===== src/rtl/prog_mem_pkg.sv =====
// prog_mem_pkg: shared definitions for the Never8 program memory.
//   - state_e      : loader FSM states (IDLE / LOAD / RUN)
//   - DEF_*        : default word width, address width and depth
//   - even_parity  : even-parity bit over a (zero-extended) data word
package prog_mem_pkg;

  typedef enum logic [1:0] {
    ST_IDLE = 2'd0,
    ST_LOAD = 2'd1,
    ST_RUN  = 2'd2
  } state_e;

  localparam int DEF_DATA_W = 8;
  localparam int DEF_ADDR_W = 8;
  localparam int DEF_DEPTH  = 256;

  // Widest word the parity helper accepts; callers zero-extend, which does
  // not change the XOR reduction.
  localparam int PAR_MAX_W = 64;

  // Bit that makes the total number of ones (data + bit) even.
  function automatic logic even_parity(input logic [PAR_MAX_W-1:0] d);
    return ^d;
  endfunction

endpackage


===== src/rtl/prog_mem_if.sv =====
// prog_mem_if: fetch and loader handshake bundle for prog_mem_loader.
//   fetch_*  : CPU request/valid read port (1-cycle latency)
//   load_*   : host/UART sequential image loader
// Modports:
//   master : CPU/host side (drives requests and load words)
//   slave  : memory side (prog_mem_loader)
interface prog_mem_if #(
  parameter int DATA_W = 8,
  parameter int ADDR_W = 8
);
  logic              fetch_req;
  logic [ADDR_W-1:0] fetch_addr;
  logic              fetch_ready;
  logic              fetch_valid;
  logic [DATA_W-1:0] fetch_data;
  logic              fetch_err;

  logic              load_start;
  logic              load_valid;
  logic [DATA_W-1:0] load_data;
  logic              load_end;
  logic              load_busy;
  logic              load_done;
  logic [ADDR_W:0]   load_count;

  modport master (
    output fetch_req, fetch_addr, load_start, load_valid, load_data, load_end,
    input  fetch_ready, fetch_valid, fetch_data, fetch_err,
           load_busy, load_done, load_count
  );

  modport slave (
    input  fetch_req, fetch_addr, load_start, load_valid, load_data, load_end,
    output fetch_ready, fetch_valid, fetch_data, fetch_err,
           load_busy, load_done, load_count
  );
endinterface


===== src/rtl/prog_mem_ram.sv =====
// prog_mem_ram: single-port synchronous RAM, registered read data.
//   clk  : clock
//   en   : port enable (read or write this cycle)
//   we   : write enable (with en); a write does not update dout
//   addr : word address
//   din  : write data
//   dout : read data, valid the cycle after an enabled read, held otherwise
module prog_mem_ram #(
  parameter int W     = 8,
  parameter int AW    = 8,
  parameter int DEPTH = 256
) (
  input  logic          clk,
  input  logic          en,
  input  logic          we,
  input  logic [AW-1:0] addr,
  input  logic [W-1:0]  din,
  output logic [W-1:0]  dout
);
  logic [W-1:0] mem [DEPTH];
  logic [W-1:0] dout_q;

  always_ff @(posedge clk) begin
    if (en) begin
      if (we) mem[addr] <= din;
      else    dout_q    <= mem[addr];
    end
  end

  assign dout = dout_q;
endmodule


===== src/rtl/prog_mem_loader.sv =====
// prog_mem_loader: parametrised Never8 program memory with image loader.
//   clk, rst_n : clock, asynchronous active-low reset
//   bus        : prog_mem_if.slave (fetch port + loader port)
//   parity_err : sticky read-parity error (only with PROG_MEM_PARITY_EN)
// Optional feature macro: PROG_MEM_PARITY_EN -- stores an even-parity bit
// per word and flags mismatches on read.
// Fetches are served in IDLE and RUN; LOAD blocks them, so the single RAM
// port is never shared between a write and a read in the same cycle.
module prog_mem_loader
  import prog_mem_pkg::*;
#(
  parameter int DATA_W = DEF_DATA_W,
  parameter int ADDR_W = DEF_ADDR_W,
  parameter int DEPTH  = DEF_DEPTH
) (
  input  logic clk,
  input  logic rst_n,
  prog_mem_if.slave bus
`ifdef PROG_MEM_PARITY_EN
  ,
  output logic parity_err
`endif
);

`ifdef PROG_MEM_PARITY_EN
  localparam int MEM_W = DATA_W + 1;
`else
  localparam int MEM_W = DATA_W;
`endif

  localparam logic [1:0] S_IDLE = 2'(ST_IDLE);
  localparam logic [1:0] S_LOAD = 2'(ST_LOAD);
  localparam logic [1:0] S_RUN  = 2'(ST_RUN);

  localparam logic [ADDR_W:0] DEPTH_L = (ADDR_W+1)'(DEPTH);
  localparam logic [ADDR_W:0] ONE_L   = (ADDR_W+1)'(1);

  logic [1:0]      state_q, state_d;
  logic [ADDR_W:0] load_count_q, load_count_d;
  logic            load_done_q, load_done_d;
  logic            fetch_valid_q, fetch_valid_d;
  logic            fetch_err_q, fetch_err_d;
  // Forces fetch_data to 0 after an out-of-range fetch (and after reset);
  // only updated on accepted fetches so the output holds between results.
  logic            zero_q, zero_d;

  logic              fetch_acc, fetch_oor, wr;
  logic [ADDR_W:0]   count_inc;
  logic              ram_en, ram_we;
  logic [ADDR_W-1:0] ram_addr;
  logic [MEM_W-1:0]  ram_din, ram_dout;

  assign fetch_acc = bus.fetch_req && (state_q != S_LOAD) && !bus.load_start;
  assign fetch_oor = {1'b0, bus.fetch_addr} >= DEPTH_L;
  assign count_inc = load_count_q + ONE_L;

`ifdef PROG_MEM_PARITY_EN
  assign ram_din = {even_parity(PAR_MAX_W'(bus.load_data)), bus.load_data};
`else
  assign ram_din = bus.load_data;
`endif

  always_comb begin
    state_d       = state_q;
    load_count_d  = load_count_q;
    load_done_d   = 1'b0;
    zero_d        = zero_q;
    fetch_valid_d = fetch_acc;
    fetch_err_d   = fetch_acc && fetch_oor;
    ram_en        = 1'b0;
    ram_we        = 1'b0;
    ram_addr      = bus.fetch_addr;
    wr            = 1'b0;

    // Out-of-range reads never touch the RAM (index would exceed DEPTH).
    if (fetch_acc) begin
      zero_d = fetch_oor;
      ram_en = !fetch_oor;
    end

    if (bus.load_start) begin
      // Start or restart: memory keeps its old contents.
      state_d      = S_LOAD;
      load_count_d = '0;
    end else if (state_q == S_LOAD) begin
      wr = bus.load_valid && (load_count_q < DEPTH_L);
      if (wr) begin
        ram_en       = 1'b1;
        ram_we       = 1'b1;
        ram_addr     = load_count_q[ADDR_W-1:0];
        load_count_d = count_inc;
      end
      // A word presented together with load_end is still written above.
      if ((wr && count_inc == DEPTH_L) || bus.load_end) begin
        state_d     = S_RUN;
        load_done_d = 1'b1;
      end
    end
  end

  always_ff @(posedge clk or negedge rst_n) begin
    if (!rst_n) begin
      state_q       <= S_IDLE;
      load_count_q  <= '0;
      load_done_q   <= 1'b0;
      fetch_valid_q <= 1'b0;
      fetch_err_q   <= 1'b0;
      zero_q        <= 1'b1;
    end else begin
      state_q       <= state_d;
      load_count_q  <= load_count_d;
      load_done_q   <= load_done_d;
      fetch_valid_q <= fetch_valid_d;
      fetch_err_q   <= fetch_err_d;
      zero_q        <= zero_d;
    end
  end

  prog_mem_ram #(.W(MEM_W), .AW(ADDR_W), .DEPTH(DEPTH)) u_ram (
    .clk  (clk),
    .en   (ram_en),
    .we   (ram_we),
    .addr (ram_addr),
    .din  (ram_din),
    .dout (ram_dout)
  );

`ifdef PROG_MEM_PARITY_EN
  logic parity_err_q, parity_err_d;
  logic par_bad;

  // ram_dout is fresh exactly when an in-range fetch result is presented.
  assign par_bad = fetch_valid_q && !fetch_err_q &&
                   (even_parity(PAR_MAX_W'(ram_dout[DATA_W-1:0])) != ram_dout[DATA_W]);

  always_comb begin
    parity_err_d = parity_err_q | par_bad;
    if (bus.load_start) parity_err_d = 1'b0;
  end

  always_ff @(posedge clk or negedge rst_n) begin
    if (!rst_n) parity_err_q <= 1'b0;
    else        parity_err_q <= parity_err_d;
  end

  assign parity_err = parity_err_q;
`endif

  assign bus.fetch_ready = fetch_acc;
  assign bus.fetch_valid = fetch_valid_q;
  assign bus.fetch_err   = fetch_err_q;
  assign bus.fetch_data  = zero_q ? '0 : ram_dout[DATA_W-1:0];
  assign bus.load_busy   = (state_q == S_LOAD);
  assign bus.load_done   = load_done_q;
  assign bus.load_count  = load_count_q;

endmodule


===== src/flat_wrapper.sv =====
// flat-port wrapper written by rule: the top's interface ports become plain ports
module prog_mem_loader_flat import prog_mem_pkg::*;
#(
  parameter int DATA_W = DEF_DATA_W,
  parameter int ADDR_W = DEF_ADDR_W,
  parameter int DEPTH  = DEF_DEPTH
)
  (clk, rst_n, bus_fetch_req, bus_fetch_addr, bus_load_start, bus_load_valid, bus_load_data, bus_load_end, bus_fetch_ready, bus_fetch_valid, bus_fetch_data, bus_fetch_err, bus_load_busy, bus_load_done, bus_load_count);
  prog_mem_if #(.DATA_W(DATA_W), .ADDR_W(ADDR_W)) bus_i ();
  input  logic clk;
  input  logic rst_n;
  input wire logic [$bits(bus_i.fetch_req)-1:0] bus_fetch_req;
  input wire logic [$bits(bus_i.fetch_addr)-1:0] bus_fetch_addr;
  input wire logic [$bits(bus_i.load_start)-1:0] bus_load_start;
  input wire logic [$bits(bus_i.load_valid)-1:0] bus_load_valid;
  input wire logic [$bits(bus_i.load_data)-1:0] bus_load_data;
  input wire logic [$bits(bus_i.load_end)-1:0] bus_load_end;
  output wire logic [$bits(bus_i.fetch_ready)-1:0] bus_fetch_ready;
  output wire logic [$bits(bus_i.fetch_valid)-1:0] bus_fetch_valid;
  output wire logic [$bits(bus_i.fetch_data)-1:0] bus_fetch_data;
  output wire logic [$bits(bus_i.fetch_err)-1:0] bus_fetch_err;
  output wire logic [$bits(bus_i.load_busy)-1:0] bus_load_busy;
  output wire logic [$bits(bus_i.load_done)-1:0] bus_load_done;
  output wire logic [$bits(bus_i.load_count)-1:0] bus_load_count;
  assign bus_i.fetch_req = bus_fetch_req;
  assign bus_i.fetch_addr = bus_fetch_addr;
  assign bus_i.load_start = bus_load_start;
  assign bus_i.load_valid = bus_load_valid;
  assign bus_i.load_data = bus_load_data;
  assign bus_i.load_end = bus_load_end;
  assign bus_fetch_ready = bus_i.fetch_ready;
  assign bus_fetch_valid = bus_i.fetch_valid;
  assign bus_fetch_data = bus_i.fetch_data;
  assign bus_fetch_err = bus_i.fetch_err;
  assign bus_load_busy = bus_i.load_busy;
  assign bus_load_done = bus_i.load_done;
  assign bus_load_count = bus_i.load_count;
  prog_mem_loader #(.DATA_W(DATA_W), .ADDR_W(ADDR_W), .DEPTH(DEPTH)) u_core (.clk(clk), .rst_n(rst_n), .bus(bus_i));
endmodule

===== config.mk =====
export PLATFORM = sky130hd
export DESIGN_NAME = prog_mem_loader_flat
export DESIGN_NICKNAME = d
export VERILOG_FILES = /design/src/rtl/prog_mem_pkg.sv /design/src/rtl/prog_mem_if.sv /design/src/rtl/prog_mem_ram.sv /design/src/rtl/prog_mem_loader.sv /design/src/flat_wrapper.sv
export SDC_FILE = /design/constraint.sdc
export NUM_CORES = 2
export LEC_CHECK = 0
export CORE_MARGIN = 10
export CORE_UTILIZATION = 45
export CTS_CLUSTER_DIAMETER = 120
export DETAILED_ROUTE_END_ITERATION = 10
export PLACE_DENSITY = 0.7
export SETUP_SLACK_MARGIN = 0.15
export SLEW_MARGIN = 0
export SYNTH_ARGS = -nofsm -noshare
export SYNTH_HDL_FRONTEND = slang
export SYNTH_SLANG_ARGS = --single-unit

===== constraint.sdc =====
create_clock -name clk -period 3.7 [get_ports clk]
set_input_delay 0.925 -clock clk [delete_from_list [all_inputs] [get_ports clk]]
set_output_delay 0.925 -clock clk [all_outputs]
set_load 0.01 [all_outputs]

# --- Word-level counts from Yosys, hierarchy flattened ---
# Memory sizes are Yosys's and may differ from the RTL's. A register that Yosys moved wholly into a read port is not among the register bits.
# Index checks and enable logic that the tools add are counted.
word_totals:
  register_bits: 14
  mem_bits_rw: 2048
  input_bits: 22
  out_inout_bits: 22
  wordCells: 47
  n_memories: 1
mem_list:
  columns: ["memory", "depth", "word_bits", "rd", "rd_ports_with_merged_regs", "write_ports", "line_no", "rtl"]
  rows:
  - ["u_core.u_ram.mem", 256, 8, 1, 1, 1, "prog_mem_ram.sv:20", "logic [W-1:0] mem [DEPTH];"]
op_classes:
  add_sub_neg: 1
  magnitude_cmp: 1
  eq_ne: 3
  muxes: 23
  bitwise: 1
  n_reduce_logical: 12
op_table:
  columns: ["operator", "count"]
  rows:
  - ["2-to-1 mux 8 bit", 4]
  - ["2-to-1 mux 9 bit", 3]
  - ["2-to-1 mux 1 bit", 13]
  - ["adder 9 x 1 -> 9 bit, second input constant", 1]
  - ["== test 9 bit, second input constant", 1]
  - ["less-than comparator 9 bit, second input constant", 1]
  - ["2-to-1 mux 2 bit", 3]
  - ["AND reduction 2 bit", 3]
  - ["nonzero test 2 bit", 3]
  - ["logical AND 1 bit", 4]
  - ["== test 2 x 1 -> 1 bit, second input constant", 1]
  - ["inequality test 2 x 1 -> 1 bit, second input constant", 1]
  - ["logical NOT 1 bit", 1]
  - ["logical OR 1 bit", 1]
  - ["NOT 1 bit", 1]

# --- Depth between registers and ports, before layout ---
depth:
  word_depth: 9
  mapped_depth: 10

# --- Cells and area by module ---
# Synthesis repeated with hierarchy kept, for this count alone.
hier_totals:
  hier_cells: 3614
  hier_area_um2: 79262.3
by_module_without_submodules:
  columns: ["module", "instances", "cells_per_inst", "area_each_um2"]
  rows:
  - ["prog_mem_ram", 1, 3526, 78376.4]
  - ["prog_mem_loader", 1, 88, 885.8]

# --- Worst setup path before layout ---
# OpenSTA, ideal clock, no wires.
synth_path:
  kind: "input port to flip-flop"
  startpoint: "input bus_load_valid"
  endpoint: "memory u_core.u_ram.mem[198][0], enable pin"
  setup_ns: 0.383
  t_arrival_ns: 3.122
  required_ns: 3.317
  setup_slack_ns: 0.194
  path_stages: 8
  path_cell_list: "nand4bb_1 > buf_4 > or4_1 > o31ai_1 > buf_2 > nand2_1 > clkbuf_1 > nor3_1"
synth_via:
  elab_chain_cells: 7
  elab_cells_between_ends: 13
  classes_between: "mux: 12; reduce/logical: 1"
synth_rtl:
  columns: ["item", "line_no", "rtl"]
  rows:
  - ["start: declaration", "flat_wrapper.sv:15", "input wire logic [$bits(bus_i.load_valid)-1:0] bus_load_valid;"]
  - ["logical AND 1 bit (*)", "prog_mem_loader.sv:86", "wr = bus.load_valid && (load_count_q < DEPTH_L);"]
  - ["2-to-1 mux 1 bit", "prog_mem_loader.sv:87", "if (wr) begin"]
  - ["2-to-1 mux 1 bit", "prog_mem_loader.sv:85", "end else if (state_q == S_LOAD) begin"]
  - ["2-to-1 mux 1 bit", "prog_mem_loader.sv:81", "if (bus.load_start) begin"]
  - ["2-to-1 mux 1 bit", "prog_mem_ram.sv:25", "if (we) mem[addr] <= din;"]
  - ["2-to-1 mux 1 bit", "prog_mem_ram.sv:24", "if (en) begin"]
  - ["2-to-1 mux 1 bit (implied by the code)", "prog_mem_ram.sv:25", null]
  - ["end: declaration", "prog_mem_ram.sv:20", null]
# Mark *: on every way between the ends. The rest lies on a longest branch, timed or not.

# --- Worst setup path in the final report ---
layout_path:
  startpoint: "register u_core.load_count_q[1] (netlist: u_core.bus.load_count[1])"
  endpoint: "register u_core.u_ram.dout_q[7] (netlist: u_core.u_ram.dout[7]), read port of u_core.u_ram.mem (data pin)"
layout_via:
  elab_chain_cells: 7
  elab_cells_between_ends: 13
  classes_between: "order compare: 1; mux: 9; bitwise: 1; reduce/logical: 2"
layout_rtl:
  columns: ["item", "line_no", "rtl"]
  rows:
  - ["start: declaration", "prog_mem_loader.sv:39", "logic [ADDR_W:0] load_count_q, load_count_d;"]
  - ["start signal: assignment", "prog_mem_loader.sv:111", "load_count_q <= load_count_d;"]
  - ["less-than comparator 9 bit", "prog_mem_loader.sv:86", null]
  - ["logical AND 1 bit", "prog_mem_loader.sv:86", null]
  - ["2-to-1 mux 1 bit", "prog_mem_loader.sv:87", null]
  - ["2-to-1 mux 1 bit", "prog_mem_loader.sv:85", null]
  - ["2-to-1 mux 1 bit", "prog_mem_loader.sv:81", null]
  - ["NOT 1 bit (no line)", null, null]
  - ["AND reduction 2 bit (no line)", null, null]
  - ["end: declaration", "prog_mem_ram.sv:21", "logic [W-1:0] dout_q;"]
# Parallel ways exist; a longest one is shown, timed or not.
# A chain may end at the register's enable or synchronous reset.

==> summary.md <==
| Metric | Value |
|---|---|
| Status | `finished clean` |
| Hold slack | `394 ps` |
| Worst-Skew Late Latency | `890 ps` |
| Leakage | `37.3 nW` |
| Post-Synth XOR/XNOR Area | `0.0699%` |
| First-pass GRT wire length | `449000 um` |
| Mapped Area | `100000 um^2` |
| CP peak stage delay | `820 ps` |
| WP data required | `4330 ps` |
| CTS HTree Levels | `4` |
| Combinational family with the most area after synthesis | `multiplexers` |
| Initial core utilization | `45.2%` |
| Area Growth Syn to Fin | `19.0%` |
| Syn_area_per_cell | `17.2 um^2` |
| Worst min path class | `in -> reg` |
| NetSw | `0.0130 W` |
| Final Critical Period | `3650 ps` |
| Placed Area | `112000 um^2` |
| DRT iter0 DRCs | `9931` |
| Slew HR | `38.6%` |
| Clock-pin slew on the worst setup and hold paths | `60 ps` |
| RSZ-0062 raised after global routing | `no` |
| WL/cell | `32.2 um` |
| Area contributors post-synth | `edfxtp_1 (62%), mux4_2 (23%), a22oi_1 (3.8%)` |
| Final period utilization | `98.7%` |
| Synth Register Bits | `2070` |
| Worst setup margin | `47.8 ps` |
| Critical Path Start Type | `flip-flop` |
| Comb pwr share | `12.4%` |
| Pre-CTS WS | `-1070 ps` |
| Site Rows | `173` |
| CTS root buf | `clkbuf_16` |
| Max-Cap Viols | `0` |
| Hold_buf cts | `0` |
| Peak VDD IR | `0.437 mV` |
| Ys Warns | `0` |
| Die area | `242000 um^2` |
| Skew final | `51.4 ps` |
| Reg power frac | `48.2%` |
| Clock tree sinks | `2070` |
| EDFF count, synth | `2056` |
| Crit path cell chain | `buf_12 -> buf_16 -> mux4_2 -> nand3_1 -> a22oi_1 -> o41ai_1 -> a41oi_1 -> a2111o_1` |
| Worst path slowest cell | `o41ai_1` |
| Final Setup Violations | `0` |
| FILL cells | `17071` |
| Share of the synthesized area in the top cell type | `61.6%` |
| Largest net degree at the start of global routing | `105` |
| Cell taking the most area after synthesis | `edfxtp_1` |
| Most common cell after layout, fill and taps aside | `edfxtp_1` |
| Post-Synth Adder-Cell Area | `0.0125%` |
| Aggregate routed wire length | `309000 um` |
| Cell area after layout | `119000 um^2` |
| Clk pwr share | `39.4%` |
| Post-Synth Simple-Gate Area | `4.10%` |
| DR vias | `65759` |
| CP endpoint kind | `flip-flop` |
| Internal power | `0.0406 W` |
| Post-DRT Antenna Nets | `0` |
| Pwr per Cell Area | `449 nW/um^2` |
| Sw frac | `24.3%` |
| Final Max Tran Viols | `0` |
| Ports | `44` |
| # DRC | `0` |
| All-Layer GR Usage | `24.7%` |
| Slew @ Worst Pin | `909 ps` |
| Final TNS setup | `0 ps` |
| Port bufs | `42` |
| Number of global-route vias before repair | `65273` |
| Share of post-route cells with drive strength above 1 | `36.1%` |
| Worst-path fanout max | `10` |
| Prevailing post-synth register cell | `edfxtp_1` |
| Mapped Cells | `5829` |
| Unique masters post-synth | `56` |
| Post-synthesis mux area share | `23.1%` |
| Asr flop ratio synth | `0.676%` |
| Die height | `492 um` |
| Antenna violations before repair | `12` |
| Num CTS Buffers | `210` |
| Synth Area in Compound Gates | `7.96%` |
| Core box area | `222000 um^2` |
| GPL Wtd Cong | `0.936` |
| Setup CP Type | `reg -> reg` |
| Seq/Total Area, Yosys | `61.9%` |
| Maximum clock frequency | `274 MHz` |
| Via/cell ratio | `6.86` |
| Final #Nets | `6444` |
| Router iterations before antenna repair | `8` |
| GRT overflow | `0` |
| Post-synth net total | `5852` |
| Clock Tree Buf Depth | `3` |
| CTS tree | `built` |
| Endpoints failing hold | `0` |
| Post-DP HPWL | `196000 um` |
| Arr. time, crit path | `4290 ps` |
| Most frequent cells in the layout | `edfxtp_1 (2056), mux4_2 (1024), buf_4 (737)` |
| Die width | `492 um` |
-- critical path, delay by kind of cell, from the launching register on --
family,cells,cell delay (ps)
AOI/OAI and AO/OA,4,1870
buffers and inverters,2,380
DFF,1,440
muxes,1,560
and+or+nand+nor,1,110
-- synthesized netlist by cell type, types with 23 or more instances --
master / instances
a41oi_1: 25
nand3_1: 511
nor2_1: 235
a22oi_1: 504
nand2_1: 46
edfxtp_1: 2056
nor3_1: 36
buf_4: 23
buf_6: 23
mux4_2: 1024
buf_1: 55
o21ai_1: 69
buf_2: 155
clkbuf_1: 377
o41ai_1: 120
o21ai_0: 440
-- stage by stage --
step / power [W] / std cells / util (%)
after global placement: 0.0326 / 9154 / 50.2
after floorplan: 0.0299 / 5829 / -
after global routing: 0.0550 / 9583 / 53.7
after detailed placement: 0.0327 / 9154 / 50.2
final: 0.0536 / 9589 / 53.7
after CTS: 0.0536 / 9556 / 53.4
-- metal layers --
metal / up-vias / track usage [%] / share of wire (%)
met2: 4643 / 38.8 / 47
li1: 26200 / - / -
met1: 34036 / 32.6 / 35
met5: - / 0 / 0.0074
met3: 876 / 5.83 / 12
met4: 4 / 11.6 / 5.4
-- worst paths after layout --
check | from | to | slack (ps) | cells after the start
setup / recovery | u_core.bus.load_count[1]$_DFFE_PN0P_ | u_core.u_ram.dout[7]$_DFFE_PP_ | 50 | 8
hold / removal | bus_load_start | u_core.bus.load_count[6]$_DFFE_PN0P_ | 390 | 2
setup reg to reg | u_core.bus.load_count[1]$_DFFE_PN0P_ | u_core.u_ram.dout[7]$_DFFE_PP_ | 50 | 8
hold reg to reg | u_core.state_q[1]$_DFFE_PN0P_ | u_core.state_q[1]$_DFFE_PN0P_ | 580 | 2
max in group asynchronous | rst_n | u_core.bus.load_count[1]$_DFFE_PN0P_ | 2690 | 1
min in group asynchronous | rst_n | u_core.bus.fetch_valid$_DFF_PN0_ | 470 | 1
-- power by group through the flow --
stage | sequential [W] | combinational, W | clock (W)
after floorplan | 0.0263 | 0.00356 | 0
after global placement | 0.0263 | 0.00629 | 0
after detailed placement | 0.0263 | 0.00636 | 0
after CTS | 0.0258 | 0.00646 | 0.0213
after global routing | 0.0258 | 0.00692 | 0.0222
final | 0.0258 | 0.00665 | 0.0211
-- kinds of logic (layout without fill, tap and decap cells) --
group / Yosys count / in the layout
AOI/OAI and AO/OA: 1202 / 1202
xor gates and xnor gates: 8 / 8
adders and majority gates: 1 / 1
buffers and inverters: 641 / 1418
DFF: 2070 / 2070
muxes: 1032 / 1032
other: 1 / 9
and+or+nand+nor: 874 / 874
-- flip-flops by register name, summed over array words and instances (netlist names) --
register                cells
u_core.u_ram.dout           8
u_core.state_q              2
u_core.bus.load_done        1
u_core.bus.load_count       9
u_core.u_ram.mem         2048
u_core.zero_q               1
u_core.bus.fetch_valid      1
-- final cells by class --
cell class | instances | area, um^2 | share of cell area, %
flip-flops and latches | 2070 | 62100 | 52.1
multi-input cells | 3118 | 35800 | 30.0
repair buffers | 1013 | 10800 | 9.05
clock buffers | 272 | 5630 | 4.72
well taps | 2975 | 3720 | 3.12
clock inverters | 125 | 1180 | 0.992
inverters | 8 | 37.5 | 0.0315
diodes | 8 | 20.0 | 0.0168
-- timing repair --
item	CTS	global route
cloned	3	6
pin swaps	4	7
endpoints found under the setup margin	10	8
resized for setup	34	50
buffers inserted	2	19
Note: power is estimated with default switching activity, not from simulation.
